### config.mk
export PLATFORM = sky130hd
export DESIGN_NAME = bias_grad_accum_flat
export DESIGN_NICKNAME = d
export VERILOG_FILES = /design/src/rtl/tpu_fixed_pkg.sv /design/src/rtl/bias_grad_accum_if.sv /design/src/rtl/bias_grad_accum_child.sv /design/src/rtl/bias_grad_accum.sv /design/src/flat_wrapper.sv
export SDC_FILE = /design/constraint.sdc
export NUM_CORES = 2
export LEC_CHECK = 0
export ABC_CLOCK_PERIOD_IN_PS = 30600
export BUFFER_PORTS_ARGS = -buffer_cell sky130_fd_sc_hd__buf_2
export CAP_MARGIN = 5
export CELL_PAD_IN_SITES_DETAIL_PLACEMENT = 0
export CELL_PAD_IN_SITES_GLOBAL_PLACEMENT = 2
export CORE_MARGIN = 2
export CORE_UTILIZATION = 35
export DETAILED_ROUTE_END_ITERATION = 16
export PLACE_DENSITY_LB_ADDON = 0.1
export SLEW_MARGIN = 10
export SYNTH_ARGS = -nofsm -noshare
export SYNTH_HDL_FRONTEND = slang
export SYNTH_SLANG_ARGS = --single-unit
### constraint.sdc
create_clock -name clk -period 30.6 [get_ports clk]
set_input_delay 6.12 -clock clk [delete_from_list [all_inputs] [get_ports clk]]
set_output_delay 6.12 -clock clk [all_outputs]
set_load 0.02 [all_outputs]
### src/rtl/tpu_fixed_pkg.sv
// Shared Q8.8 fixed-point helpers, widths and the bias-gradient FSM state type.
package tpu_fixed_pkg;

  localparam int DATA_W    = 16;
  localparam int FRAC_W    = 8;
  localparam int ACC_W     = 24;
  localparam int ROW_CNT_W = 8;
  // Widest value ever handed to sat_to_data (callers sign-extend to this).
  localparam int SAT_IN_W  = 2 * DATA_W + 2;

  typedef enum logic [1:0] {
    ST_IDLE   = 2'd0,
    ST_ACCUM  = 2'd1,
    ST_UPDATE = 2'd2,
    ST_DONE   = 2'd3
  } bias_grad_state_t;

  // Signed clamp to DATA_W: in range only if all bits above the DATA_W sign bit match it.
  function automatic logic signed [DATA_W-1:0] sat_to_data(input logic signed [SAT_IN_W-1:0] v);
    logic [SAT_IN_W-DATA_W:0] top;
    top = v[SAT_IN_W-1:DATA_W-1];
    if ((&top) || (~|top)) begin
      return v[DATA_W-1:0];
    end else if (v[SAT_IN_W-1]) begin
      return {1'b1, {(DATA_W-1){1'b0}}};
    end else begin
      return {1'b0, {(DATA_W-1){1'b1}}};
    end
  endfunction

  // Q8.8 * Q8.8 -> Q8.8, round half up (toward +inf on ties).
  function automatic logic signed [2*DATA_W-1:0] q88_round_mul(input logic signed [DATA_W-1:0] a,
                                                               input logic signed [DATA_W-1:0] b);
    logic signed [2*DATA_W-1:0] prod;
    logic signed [2*DATA_W-1:0] half;
    half = '0;
    half[FRAC_W-1] = 1'b1;
    prod = (2*DATA_W)'(a) * (2*DATA_W)'(b);
    return (prod + half) >>> FRAC_W;
  endfunction

endpackage

### src/rtl/bias_grad_accum_if.sv
// Port bundle for the bias-gradient accumulator: batch control, two dZ lanes, results.
interface bias_grad_accum_if;
  import tpu_fixed_pkg::*;

  // dZ lanes are valid-only (no ready): a sample is consumed on a clock edge where its
  // valid is high, the FSM is in ACCUM and that column still needs rows; otherwise dropped.
  logic                    grad_start_in;
  logic [ROW_CNT_W-1:0]    grad_batch_rows_in;
  logic [DATA_W-1:0]       grad_lr_in;
  logic [DATA_W-1:0]       grad_bias_in_1;
  logic [DATA_W-1:0]       grad_bias_in_2;
  logic [DATA_W-1:0]       grad_dz_in_1;
  logic [DATA_W-1:0]       grad_dz_in_2;
  logic                    grad_dz_valid_in_1;
  logic                    grad_dz_valid_in_2;
  logic                    grad_busy_out;
  logic                    grad_done_out;
  logic [DATA_W-1:0]       grad_bias_grad_out_1;
  logic [DATA_W-1:0]       grad_bias_grad_out_2;
  logic [DATA_W-1:0]       grad_bias_new_out_1;
  logic [DATA_W-1:0]       grad_bias_new_out_2;
  bias_grad_state_t        grad_state_dbg;

  modport master (
    output grad_start_in, grad_batch_rows_in, grad_lr_in, grad_bias_in_1, grad_bias_in_2,
           grad_dz_in_1, grad_dz_in_2, grad_dz_valid_in_1, grad_dz_valid_in_2,
    input  grad_busy_out, grad_done_out, grad_bias_grad_out_1, grad_bias_grad_out_2,
           grad_bias_new_out_1, grad_bias_new_out_2, grad_state_dbg
  );

  modport slave (
    input  grad_start_in, grad_batch_rows_in, grad_lr_in, grad_bias_in_1, grad_bias_in_2,
           grad_dz_in_1, grad_dz_in_2, grad_dz_valid_in_1, grad_dz_valid_in_2,
    output grad_busy_out, grad_done_out, grad_bias_grad_out_1, grad_bias_grad_out_2,
           grad_bias_new_out_1, grad_bias_new_out_2, grad_state_dbg
  );

endinterface

### src/rtl/bias_grad_accum_child.sv
// One feature column: saturating dZ accumulator, row counter and the SGD bias update.
module bias_grad_child
  import tpu_fixed_pkg::*;
(
  input  logic                     clk,
  input  logic                     rst,
  input  logic                     clear,
  input  logic                     accum_en,
  input  logic                     update_en,
  input  logic [ROW_CNT_W-1:0]     rows,
  input  logic signed [DATA_W-1:0] lr,
  input  logic signed [DATA_W-1:0] bias_in,
  input  logic signed [DATA_W-1:0] dz,
  input  logic                     dz_valid,
  output logic                     col_done_next,
  output logic signed [DATA_W-1:0] grad_out,
  output logic signed [DATA_W-1:0] new_out
);

  localparam int STEP_W = DATA_W + 1;
  localparam int NEW_W  = DATA_W + 2;

  logic signed [ACC_W-1:0]    acc, acc_nxt;
  logic [ROW_CNT_W-1:0]       cnt, cnt_nxt;
  logic                       sat_q, sat_nxt;
  logic signed [DATA_W-1:0]   bias_q;
  logic                       take;
  logic signed [ACC_W:0]      sum;
  logic signed [DATA_W-1:0]   grad_sat;
  logic signed [2*DATA_W-1:0] step_full;
  logic signed [STEP_W-1:0]   step_c;
  logic signed [NEW_W-1:0]    new_wide;
  logic signed [DATA_W-1:0]   new_sat;

  assign take = accum_en && dz_valid && (cnt < rows);
  assign sum  = (ACC_W+1)'(acc) + (ACC_W+1)'(dz);

  // Once clamped the accumulator never moves again for this batch.
  always_comb begin
    acc_nxt = acc;
    cnt_nxt = cnt;
    sat_nxt = sat_q;
    if (take) begin
      cnt_nxt = cnt + ROW_CNT_W'(1);
      if (!sat_q) begin
        if (sum[ACC_W] != sum[ACC_W-1]) begin
          acc_nxt = sum[ACC_W] ? {1'b1, {(ACC_W-1){1'b0}}} : {1'b0, {(ACC_W-1){1'b1}}};
          sat_nxt = 1'b1;
        end else begin
          acc_nxt = sum[ACC_W-1:0];
        end
      end
    end
  end

  assign col_done_next = (cnt_nxt == rows);

  // A step beyond +/-2^16 saturates the new bias anyway, so clamp it before the narrow subtract.
  always_comb begin
    grad_sat  = sat_to_data(SAT_IN_W'(acc));
    step_full = q88_round_mul(lr, grad_sat);
    if ((&step_full[2*DATA_W-1:STEP_W-1]) || (~|step_full[2*DATA_W-1:STEP_W-1])) begin
      step_c = step_full[STEP_W-1:0];
    end else if (step_full[2*DATA_W-1]) begin
      step_c = {1'b1, {(STEP_W-1){1'b0}}};
    end else begin
      step_c = {1'b0, {(STEP_W-1){1'b1}}};
    end
    new_wide = NEW_W'(bias_q) - NEW_W'(step_c);
    new_sat  = sat_to_data(SAT_IN_W'(new_wide));
  end

  always_ff @(posedge clk) begin
    if (rst) begin
      acc      <= '0;
      cnt      <= '0;
      sat_q    <= 1'b0;
      bias_q   <= '0;
      grad_out <= '0;
      new_out  <= '0;
    end else if (clear) begin
      acc    <= '0;
      cnt    <= '0;
      sat_q  <= 1'b0;
      bias_q <= bias_in;
    end else begin
      acc   <= acc_nxt;
      cnt   <= cnt_nxt;
      sat_q <= sat_nxt;
      if (update_en) begin
        grad_out <= grad_sat;
        new_out  <= new_sat;
      end
    end
  end

endmodule

### src/rtl/bias_grad_accum.sv
// Bias-gradient reduction over a batch for two columns, with SGD bias write-back values.
module bias_grad_accum
  import tpu_fixed_pkg::*;
(
  input logic               clk,
  input logic               rst,
  bias_grad_accum_if.slave  bus
);

  bias_grad_state_t      state, state_nxt;
  logic [ROW_CNT_W-1:0]  rows_q;
  logic [DATA_W-1:0]     lr_q;
  logic                  start_ok;
  logic                  done_1, done_2;
  logic [DATA_W-1:0]     grad_1, grad_2, new_1, new_2;

  assign start_ok = (state == ST_IDLE) && bus.grad_start_in && (bus.grad_batch_rows_in != '0);

  always_ff @(posedge clk) begin
    if (rst) begin
      state  <= ST_IDLE;
      rows_q <= '0;
      lr_q   <= '0;
    end else begin
      state <= state_nxt;
      if (start_ok) begin
        rows_q <= bus.grad_batch_rows_in;
        lr_q   <= bus.grad_lr_in;
      end
    end
  end

  // Columns finish independently; leave ACCUM on the edge that completes the slower one.
  always_comb begin
    state_nxt = state;
    case (state)
      ST_IDLE:   if (start_ok) state_nxt = ST_ACCUM;
      ST_ACCUM:  if (done_1 && done_2) state_nxt = ST_UPDATE;
      ST_UPDATE: state_nxt = ST_DONE;
      ST_DONE:   state_nxt = ST_IDLE;
      default:   state_nxt = ST_IDLE;
    endcase
  end

  bias_grad_child u_col_1 (
    .clk           (clk),
    .rst           (rst),
    .clear         (start_ok),
    .accum_en      (state == ST_ACCUM),
    .update_en     (state == ST_UPDATE),
    .rows          (rows_q),
    .lr            (lr_q),
    .bias_in       (bus.grad_bias_in_1),
    .dz            (bus.grad_dz_in_1),
    .dz_valid      (bus.grad_dz_valid_in_1),
    .col_done_next (done_1),
    .grad_out      (grad_1),
    .new_out       (new_1)
  );

  bias_grad_child u_col_2 (
    .clk           (clk),
    .rst           (rst),
    .clear         (start_ok),
    .accum_en      (state == ST_ACCUM),
    .update_en     (state == ST_UPDATE),
    .rows          (rows_q),
    .lr            (lr_q),
    .bias_in       (bus.grad_bias_in_2),
    .dz            (bus.grad_dz_in_2),
    .dz_valid      (bus.grad_dz_valid_in_2),
    .col_done_next (done_2),
    .grad_out      (grad_2),
    .new_out       (new_2)
  );

  assign bus.grad_busy_out        = (state != ST_IDLE);
  assign bus.grad_done_out        = (state == ST_DONE);
  assign bus.grad_bias_grad_out_1 = grad_1;
  assign bus.grad_bias_grad_out_2 = grad_2;
  assign bus.grad_bias_new_out_1  = new_1;
  assign bus.grad_bias_new_out_2  = new_2;
  assign bus.grad_state_dbg       = state;

endmodule
### src/flat_wrapper.sv
// flat-port wrapper written by rule: the top's interface ports become plain ports
module bias_grad_accum_flat import tpu_fixed_pkg::*;
  (clk, rst, bus_grad_start_in, bus_grad_batch_rows_in, bus_grad_lr_in, bus_grad_bias_in_1, bus_grad_bias_in_2, bus_grad_dz_in_1, bus_grad_dz_in_2, bus_grad_dz_valid_in_1, bus_grad_dz_valid_in_2, bus_grad_busy_out, bus_grad_done_out, bus_grad_bias_grad_out_1, bus_grad_bias_grad_out_2, bus_grad_bias_new_out_1, bus_grad_bias_new_out_2, bus_grad_state_dbg);
  bias_grad_accum_if bus_i ();
  input logic clk;
  input logic rst;
  input wire logic [$bits(bus_i.grad_start_in)-1:0] bus_grad_start_in;
  input wire logic [$bits(bus_i.grad_batch_rows_in)-1:0] bus_grad_batch_rows_in;
  input wire logic [$bits(bus_i.grad_lr_in)-1:0] bus_grad_lr_in;
  input wire logic [$bits(bus_i.grad_bias_in_1)-1:0] bus_grad_bias_in_1;
  input wire logic [$bits(bus_i.grad_bias_in_2)-1:0] bus_grad_bias_in_2;
  input wire logic [$bits(bus_i.grad_dz_in_1)-1:0] bus_grad_dz_in_1;
  input wire logic [$bits(bus_i.grad_dz_in_2)-1:0] bus_grad_dz_in_2;
  input wire logic [$bits(bus_i.grad_dz_valid_in_1)-1:0] bus_grad_dz_valid_in_1;
  input wire logic [$bits(bus_i.grad_dz_valid_in_2)-1:0] bus_grad_dz_valid_in_2;
  output wire logic [$bits(bus_i.grad_busy_out)-1:0] bus_grad_busy_out;
  output wire logic [$bits(bus_i.grad_done_out)-1:0] bus_grad_done_out;
  output wire logic [$bits(bus_i.grad_bias_grad_out_1)-1:0] bus_grad_bias_grad_out_1;
  output wire logic [$bits(bus_i.grad_bias_grad_out_2)-1:0] bus_grad_bias_grad_out_2;
  output wire logic [$bits(bus_i.grad_bias_new_out_1)-1:0] bus_grad_bias_new_out_1;
  output wire logic [$bits(bus_i.grad_bias_new_out_2)-1:0] bus_grad_bias_new_out_2;
  output wire logic [$bits(bus_i.grad_state_dbg)-1:0] bus_grad_state_dbg;
  assign bus_i.grad_start_in = bus_grad_start_in;
  assign bus_i.grad_batch_rows_in = bus_grad_batch_rows_in;
  assign bus_i.grad_lr_in = bus_grad_lr_in;
  assign bus_i.grad_bias_in_1 = bus_grad_bias_in_1;
  assign bus_i.grad_bias_in_2 = bus_grad_bias_in_2;
  assign bus_i.grad_dz_in_1 = bus_grad_dz_in_1;
  assign bus_i.grad_dz_in_2 = bus_grad_dz_in_2;
  assign bus_i.grad_dz_valid_in_1 = bus_grad_dz_valid_in_1;
  assign bus_i.grad_dz_valid_in_2 = bus_grad_dz_valid_in_2;
  assign bus_grad_busy_out = bus_i.grad_busy_out;
  assign bus_grad_done_out = bus_i.grad_done_out;
  assign bus_grad_bias_grad_out_1 = bus_i.grad_bias_grad_out_1;
  assign bus_grad_bias_grad_out_2 = bus_i.grad_bias_grad_out_2;
  assign bus_grad_bias_new_out_1 = bus_i.grad_bias_new_out_1;
  assign bus_grad_bias_new_out_2 = bus_i.grad_bias_new_out_2;
  assign bus_grad_state_dbg = bus_i.grad_state_dbg;
  bias_grad_accum u_core (.clk(clk), .rst(rst), .bus(bus_i));
endmodule
# Word level (Yosys, flattened, before mapping)
# Index checks and enable logic that the tools add are counted.
# classes
eq_ne	9
add_sub_neg	8
n_bitwise	3
n_mux	25
div_mod_pow	0
magnitude_cmp	2
n_reduce_logical	39
multipliers	2
shifts	0
# ops
cell	count
two-way mux 16 bit	8
two-way mux 24 bit	4
two-way mux 17 bit	4
adder 32 x 9 -> 32 bit (second input constant)	2
multiplier 16 x 16 -> 32 bit	2
adder 24 x 16 -> 25 bit	2
subtractor 16 x 17 -> 18 bit	2
AND reduction 9 bit	2
OR reduction 9 bit	2
adder 8 x 1 -> 8 bit (second input constant)	2
== test 8 bit	2
< comparator 8 bit	2
two-way mux 8 bit	2
AND reduction 8 bit	2
OR reduction 8 bit	2
case mux 2 bit (4 select lines)	1
AND reduction 2 bit	4
nonzero test 8 bit	1
logical AND 1 bit	7
logical NOT 1 bit	6
logical OR 1 bit	6
AND reduction 3 bit	2
OR reduction 3 bit	2
== test 2 bit (second input constant)	2
9 further kinds	17
# totals
output_inout_bits	68
latch_bits	0
mem_bits_rw	0
memories	0
romBits	0
input_bits	93
elab_cells	103
regBits	188

# Longest topological paths before layout
# depth
depth_word	15
depth_mapped	47
depth_no_buf	44

# By module
# A second synthesis with hierarchy kept.
# hier_totals
hier_cells	3748
area_unflattened_um2	32646.3
# by_module_without_submodules
mod	seq_area_each_um2	area_per_inst_um2	instances	cells_per_inst
bias_grad_child at u_core.u_col_2	1621.6	15941.5	1	1833
bias_grad_child at u_core.u_col_1	1621.6	15632.5	1	1815
bias_grad_accum	520.5	1072.3	1	100

# Worst setup path after synthesis
# OpenSTA, ideal clock, no wires.
# synth_path
kind	register to register
startpoint	register u_core.u_col_2.acc[15]
endpoint	register u_core.u_col_2.new_out[10]
synth_period_minus_slack_ns	10.609
arrival_ns	10.494
stages_incl_launch_ff	41
path_buffers	4
path_slack_ns	19.991
setup_time_ns	0.114
required_time_ns	30.486
cell_sequence	dfxtp_1 -> nor4_1 -> nand2_1 -> o21ai_0 -> clkbuf_1 -> a21o_1 -> clkbuf_1 -> nand2_1 -> fa_1 -> fa_1 -> fa_1 -> fa_1 -> inv_1 -> fa_1 -> fa_1 -> ha_1 -> a2111oi_2 -> o211ai_1 -> (+5 left out) -> or4b_1 -> nand3b_1 -> a21boi_4 -> buf_6 -> o21ai_1 -> ha_1 -> nor2b_1 -> o21ai_0 -> a21boi_0 -> o21a_1 -> o21ai_1 -> o21bai_1 -> a41o_1 -> o41ai_4 -> mux2i_1 -> clkbuf_1 -> nor3_1 -> a2111oi_0
# synth_between
elab_chain_cells	15
word_cells_on_any_way	20
classes_between	2 x add/sub; 1 x mul; 5 x mux; 12 x reduce/logical
# synth_rtl
element	line_no	text
from (decl)	bias_grad_accum_child.sv:23	logic signed [ACC_W-1:0] acc, acc_nxt;
from (signal assigned)	bias_grad_accum_child.sv:87	acc <= acc_nxt;
OR reduction 9 bit	tpu_fixed_pkg.sv:22	if ((&top) || (~|top)) begin
logical NOT 1 bit	tpu_fixed_pkg.sv:22	
logical OR 1 bit	tpu_fixed_pkg.sv:22	
two-way mux 16 bit (*)	tpu_fixed_pkg.sv:22	
multiplier 16 x 16 -> 32 bit (*)	tpu_fixed_pkg.sv:38	prod = (2*DATA_W)'(a) * (2*DATA_W)'(b);
adder 32 x 9 -> 32 bit (*)	tpu_fixed_pkg.sv:39	return (prod + half) >>> FRAC_W;
OR reduction 8 bit	bias_grad_accum_child.sv:62	if ((&step_full[2*DATA_W-1:STEP_W-1]) || (~|step_full[2*DATA_W-1:STEP_W-1])) begin
logical NOT 1 bit	bias_grad_accum_child.sv:62	
logical OR 1 bit	bias_grad_accum_child.sv:62	
two-way mux 17 bit (*)	bias_grad_accum_child.sv:62	
subtractor 16 x 17 -> 18 bit (*)	bias_grad_accum_child.sv:69	new_wide = NEW_W'(bias_q) - NEW_W'(step_c);
OR reduction 3 bit	tpu_fixed_pkg.sv:22	
logical NOT 1 bit	tpu_fixed_pkg.sv:22	
logical OR 1 bit	tpu_fixed_pkg.sv:22	
two-way mux 16 bit (*)	tpu_fixed_pkg.sv:22	
to (signal assigned)	bias_grad_accum_child.sv:92	new_out <= new_sat;
to (decl)	bias_grad_accum_child.sv:17	output logic signed [DATA_W-1:0] new_out
# Every way passes the cells marked *; elsewhere a longest branch is shown, timed or not.
# A chain may end at the register's enable or synchronous reset.

# Final worst setup path
# layout_path
startpoint	register u_core.u_col_2.acc[23]
endpoint	register u_core.u_col_2.new_out[7]
# The elaborated chain is that of the path after synthesis.

==> impl_metrics.env <==
export IMPL_maxSlewViolCount=0
export IMPL_clock_tree_root_cell="sky130_fd_sc_hd__clkbuf_16"
export IMPL_detailedRoute_firstIterationViolations=1039
export IMPL_post_drt_wl_per_cell_um=18.0
export IMPL_clock_sinks=188
export IMPL_dp_hpwl_um=70300
export IMPL_critical_path_max_stage_delay_ps=930
export IMPL_detailroute_wirelength_met2_um=41600
export IMPL_syn_nets=4492
export IMPL_global_route_wire_length_before_repair_um=144000
export IMPL_critical_path_top_cell_by_count="sky130_fd_sc_hd__fa_1"
export IMPL_multiInputGateArea_sq_um=24500
export IMPL_timing_critical_path_depth=36
export IMPL_synth_edf_count=0
export IMPL_clock_tree_buffer_depth=2
export IMPL_yosysUniqueCellTypes=85
export IMPL_route_final_wire_length_um=87400
export IMPL_grt_overall_usage=0.200
export IMPL_clock_skew_final_ps=25.5
export IMPL_cts_inserted_buffers=17
export IMPL_final_layout_size_suffix_gt1_frac=0.0735
export IMPL_final_core_util=0.382
export IMPL_asyncSetResetFlopFracSynth=0
export IMPL_synthesis_instances=3614
export IMPL_initial_core_util=0.353
export IMPL_unrepaired_setup_endpoints_after_global_routing="false"
export IMPL_rows=109
export IMPL_synth_common_cells="sky130_fd_sc_hd__inv_1 (634), sky130_fd_sc_hd__fa_1 (528), sky130_fd_sc_hd__nand2_1 (415)"
export IMPL_whs_path_depth=2
export IMPL_max_cap_viol_count=0
export IMPL_post_synth_top_area_cell="sky130_fd_sc_hd__fa_1"
export IMPL_cts_resized=0
export IMPL_routed_via_count=24200
export IMPL_status="finished, final reports clean"
export IMPL_ys_ff_latch=188
export IMPL_cp_start_kind="register"
export IMPL_synth_seq_area_share=0.121
export IMPL_critPathMaxFanout=17
export IMPL_final_setup_viol_count=0
export IMPL_grt_max_degree=60
export IMPL_global_route_overflow_total=0
export IMPL_cts_setup_buffers=0
export IMPL_drt_vias_per_instance=5.00
export IMPL_endpoint_kind="register"
export IMPL_floorplan_die_area_sq_um=91500
export IMPL_highest_layer="met5"
export IMPL_cts_htree_levels=4
export IMPL_worst_slew_pin_slew_ps=1240
export IMPL_post_cts_clock_slew_at_the_launch_and_capture_registers_of_the_worst_setup_and_hold_paths_ps=80
export IMPL_nNetsFinal=4551
export IMPL_first_global_vias=26000
export IMPL_drt_drc_violations_left=0
export IMPL_maxClockFrequency_ghz=0.0775
export IMPL_seqCellArea_sq_um=3770
export IMPL_chipWidth_um=303
export IMPL_hold_viol=0
export IMPL_worst_setup_path_type="reg -> reg"
export IMPL_final_setup_tns_ps=0
export IMPL_ys_dominant_reg_cell="sky130_fd_sc_hd__dfxtp_1"
export IMPL_floorplan_core_area_sq_um=88400
export IMPL_post_route_min_period_ps=12900
export IMPL_cts_hold_repair_buffers=0
export IMPL_yosysTopAreaCellShare=0.339
export IMPL_initial_antenna_violation_count=1
export IMPL_reg2reg_setup_slack_ps=17700
export IMPL_filler_cell_count=9136
export IMPL_post_synth_top_count_cell="sky130_fd_sc_hd__inv_1"
export IMPL_timing_final_crit_share=0.421
export IMPL_antenna_cells_inserted=0
export IMPL_worst_path_dominant_cell_family="compound AO/OA/AOI/OAI gates"
export IMPL_r2r_worst_path_cells=36
export IMPL_yosysWarningCount=0
export IMPL_numPortBuffers=160
export IMPL_top_ports=161
export IMPL_place_gp_congestion=0.810
export IMPL_timing_critical_path_slowest_stage_cell="sky130_fd_sc_hd__fa_1"
export IMPL_min_path_type="reg -> reg"
export IMPL_antenna_violating_nets_post_route=0
export IMPL_ys_top_cells_by_area="sky130_fd_sc_hd__fa_1 (34%), sky130_fd_sc_hd__dfxtp_1 (12%), sky130_fd_sc_hd__ha_1 (10%)"
export IMPL_met1Wirelength_um=41900
export IMPL_syn_area_sq_um=31200
export IMPL_dieHeight_um=303
export IMPL_cp_buffers_inverters=4
export IMPL_syn_mean_instance_area_sq_um=8.63
export IMPL_clock_insertion_delay_worst_skew_ps=530
export IMPL_cts_tree="built"
export IMPL_dr_pass1_iters=5
export IMPL_slew_headroom=0.176
export IMPL_worst_ep_arrival_time_ps=13290
export IMPL_routed_wl_met3_um=2770
export IMPL_required_ps=30990
export IMPL_area_growth_synth_to_final_pct=8.22
-- layout by cell type, fill, tap and decap left out, types with 9 or more instances in the layout --
cell type,synthesis,final
sky130_fd_sc_hd__or2_2,9,9
sky130_fd_sc_hd__inv_1,634,634
sky130_fd_sc_hd__a21oi_1,207,207
sky130_fd_sc_hd__mux2i_1,38,38
sky130_fd_sc_hd__o21ai_1,17,16
sky130_fd_sc_hd__o21ai_0,138,138
sky130_fd_sc_hd__fa_1,528,528
sky130_fd_sc_hd__nor2_1,169,168
sky130_fd_sc_hd__dfxtp_1,188,182
sky130_fd_sc_hd__nand4_1,25,25
sky130_fd_sc_hd__buf_2,4,159
sky130_fd_sc_hd__a221o_1,15,15
sky130_fd_sc_hd__and2_1,232,232
sky130_fd_sc_hd__xnor2_1,103,103
sky130_fd_sc_hd__buf_4,0,35
sky130_fd_sc_hd__a2111oi_0,15,15
sky130_fd_sc_hd__or3_1,17,17
sky130_fd_sc_hd__xor2_1,26,26
sky130_fd_sc_hd__nor3_1,45,44
sky130_fd_sc_hd__a31oi_1,9,9
sky130_fd_sc_hd__o21a_1,39,39
sky130_fd_sc_hd__a21o_1,56,56
sky130_fd_sc_hd__a211oi_1,18,18
sky130_fd_sc_hd__ha_1,257,256
sky130_fd_sc_hd__and3_1,16,15
sky130_fd_sc_hd__nand2b_1,34,34
sky130_fd_sc_hd__nand2_1,415,415
sky130_fd_sc_hd__nor2b_1,32,32
sky130_fd_sc_hd__o21bai_1,10,10
sky130_fd_sc_hd__nor4_1,15,15
sky130_fd_sc_hd__nand3_1,42,41
sky130_fd_sc_hd__clkbuf_16,0,17
-- worst register-to-register path: cells and delay by family, from the launching register on --
kind,cells,cell delay (ps)
AOI/OAI and AO/OA,15,4870
adders and majority gates,8,4180
and+or+nand+nor,8,2090
DFF,1,880
buffers and inverters,4,420
xor gates and xnor gates,1,290
-- final timing paths --
kind                                        from                                     end
max          u_core.u_col_2.acc[23]$_SDFFE_PP0P_  u_core.u_col_2.new_out[7]$_SDFFE_PP0P_
min                u_core.rows_q[4]$_SDFFE_PP0P_           u_core.rows_q[4]$_SDFFE_PP0P_
max reg2reg  u_core.u_col_2.acc[23]$_SDFFE_PP0P_  u_core.u_col_2.new_out[7]$_SDFFE_PP0P_
min reg2reg        u_core.rows_q[4]$_SDFFE_PP0P_           u_core.rows_q[4]$_SDFFE_PP0P_
-- registers in the layout (all words and copies together) (netlist names) --
name / flops
u_core.u_col_1.acc: 24
u_core.u_col_2.acc: 24
u_core.lr_q: 16
u_core.u_col_1.bias_q: 16
u_core.u_col_1.grad_out: 16
u_core.u_col_1.new_out: 16
u_core.u_col_2.bias_q: 16
u_core.u_col_2.grad_out: 16
u_core.u_col_2.new_out: 16
u_core.rows_q: 8
u_core.u_col_1.cnt: 8
u_core.u_col_2.cnt: 8
u_core.bus.grad_state_dbg: 2
u_core.u_col_1.sat_q: 1
u_core.u_col_2.sat_q: 1
-- area by class of cell --
cell class              instances  area share
flip-flops and latches        188       0.112
well taps                    1165      0.0432
multi-input cells            2638       0.726
inverters                     634      0.0705
repair buffers                194      0.0314
clock buffers                  18      0.0130
clock inverters                14     0.00463
-- per-layer routing --
layer  vias to the layer above  global-route usage
met5                         -                   0
met4                         2              0.0392
met3                        46              0.0256
met2                       336               0.331
met1                     12200               0.280
li1                      11600                   -
-- stage by stage --
step           worst slack [ps]  hold WS [ps]  instance area (sq um)  instances
2_1_floorplan             19990           436                  31200       3614
5_1_grt                   16470           489                  33800       4851
3_3_place_gp              17850           448                  33200       4819
6_report                  17700           458                  33800       4851
4_1_cts                   17580           462                  33800       4851
3_5_place_dp              17690           451                  33200       4819
-- cell families after synthesis --
| group | synth area share |
|---|---|
| adders and majority gates | 0.443 |
| AOI/OAI and AO/OA | 0.123 |
| and+or+nand+nor | 0.167 |
| xor gates and xnor gates | 0.0382 |
| DFF | 0.121 |
| muxes | 0.0122 |
| buffers and inverters | 0.0952 |
Power is not shown: default switching activity piles up to over one toggle a cycle in this logic, so the estimate is an artifact.
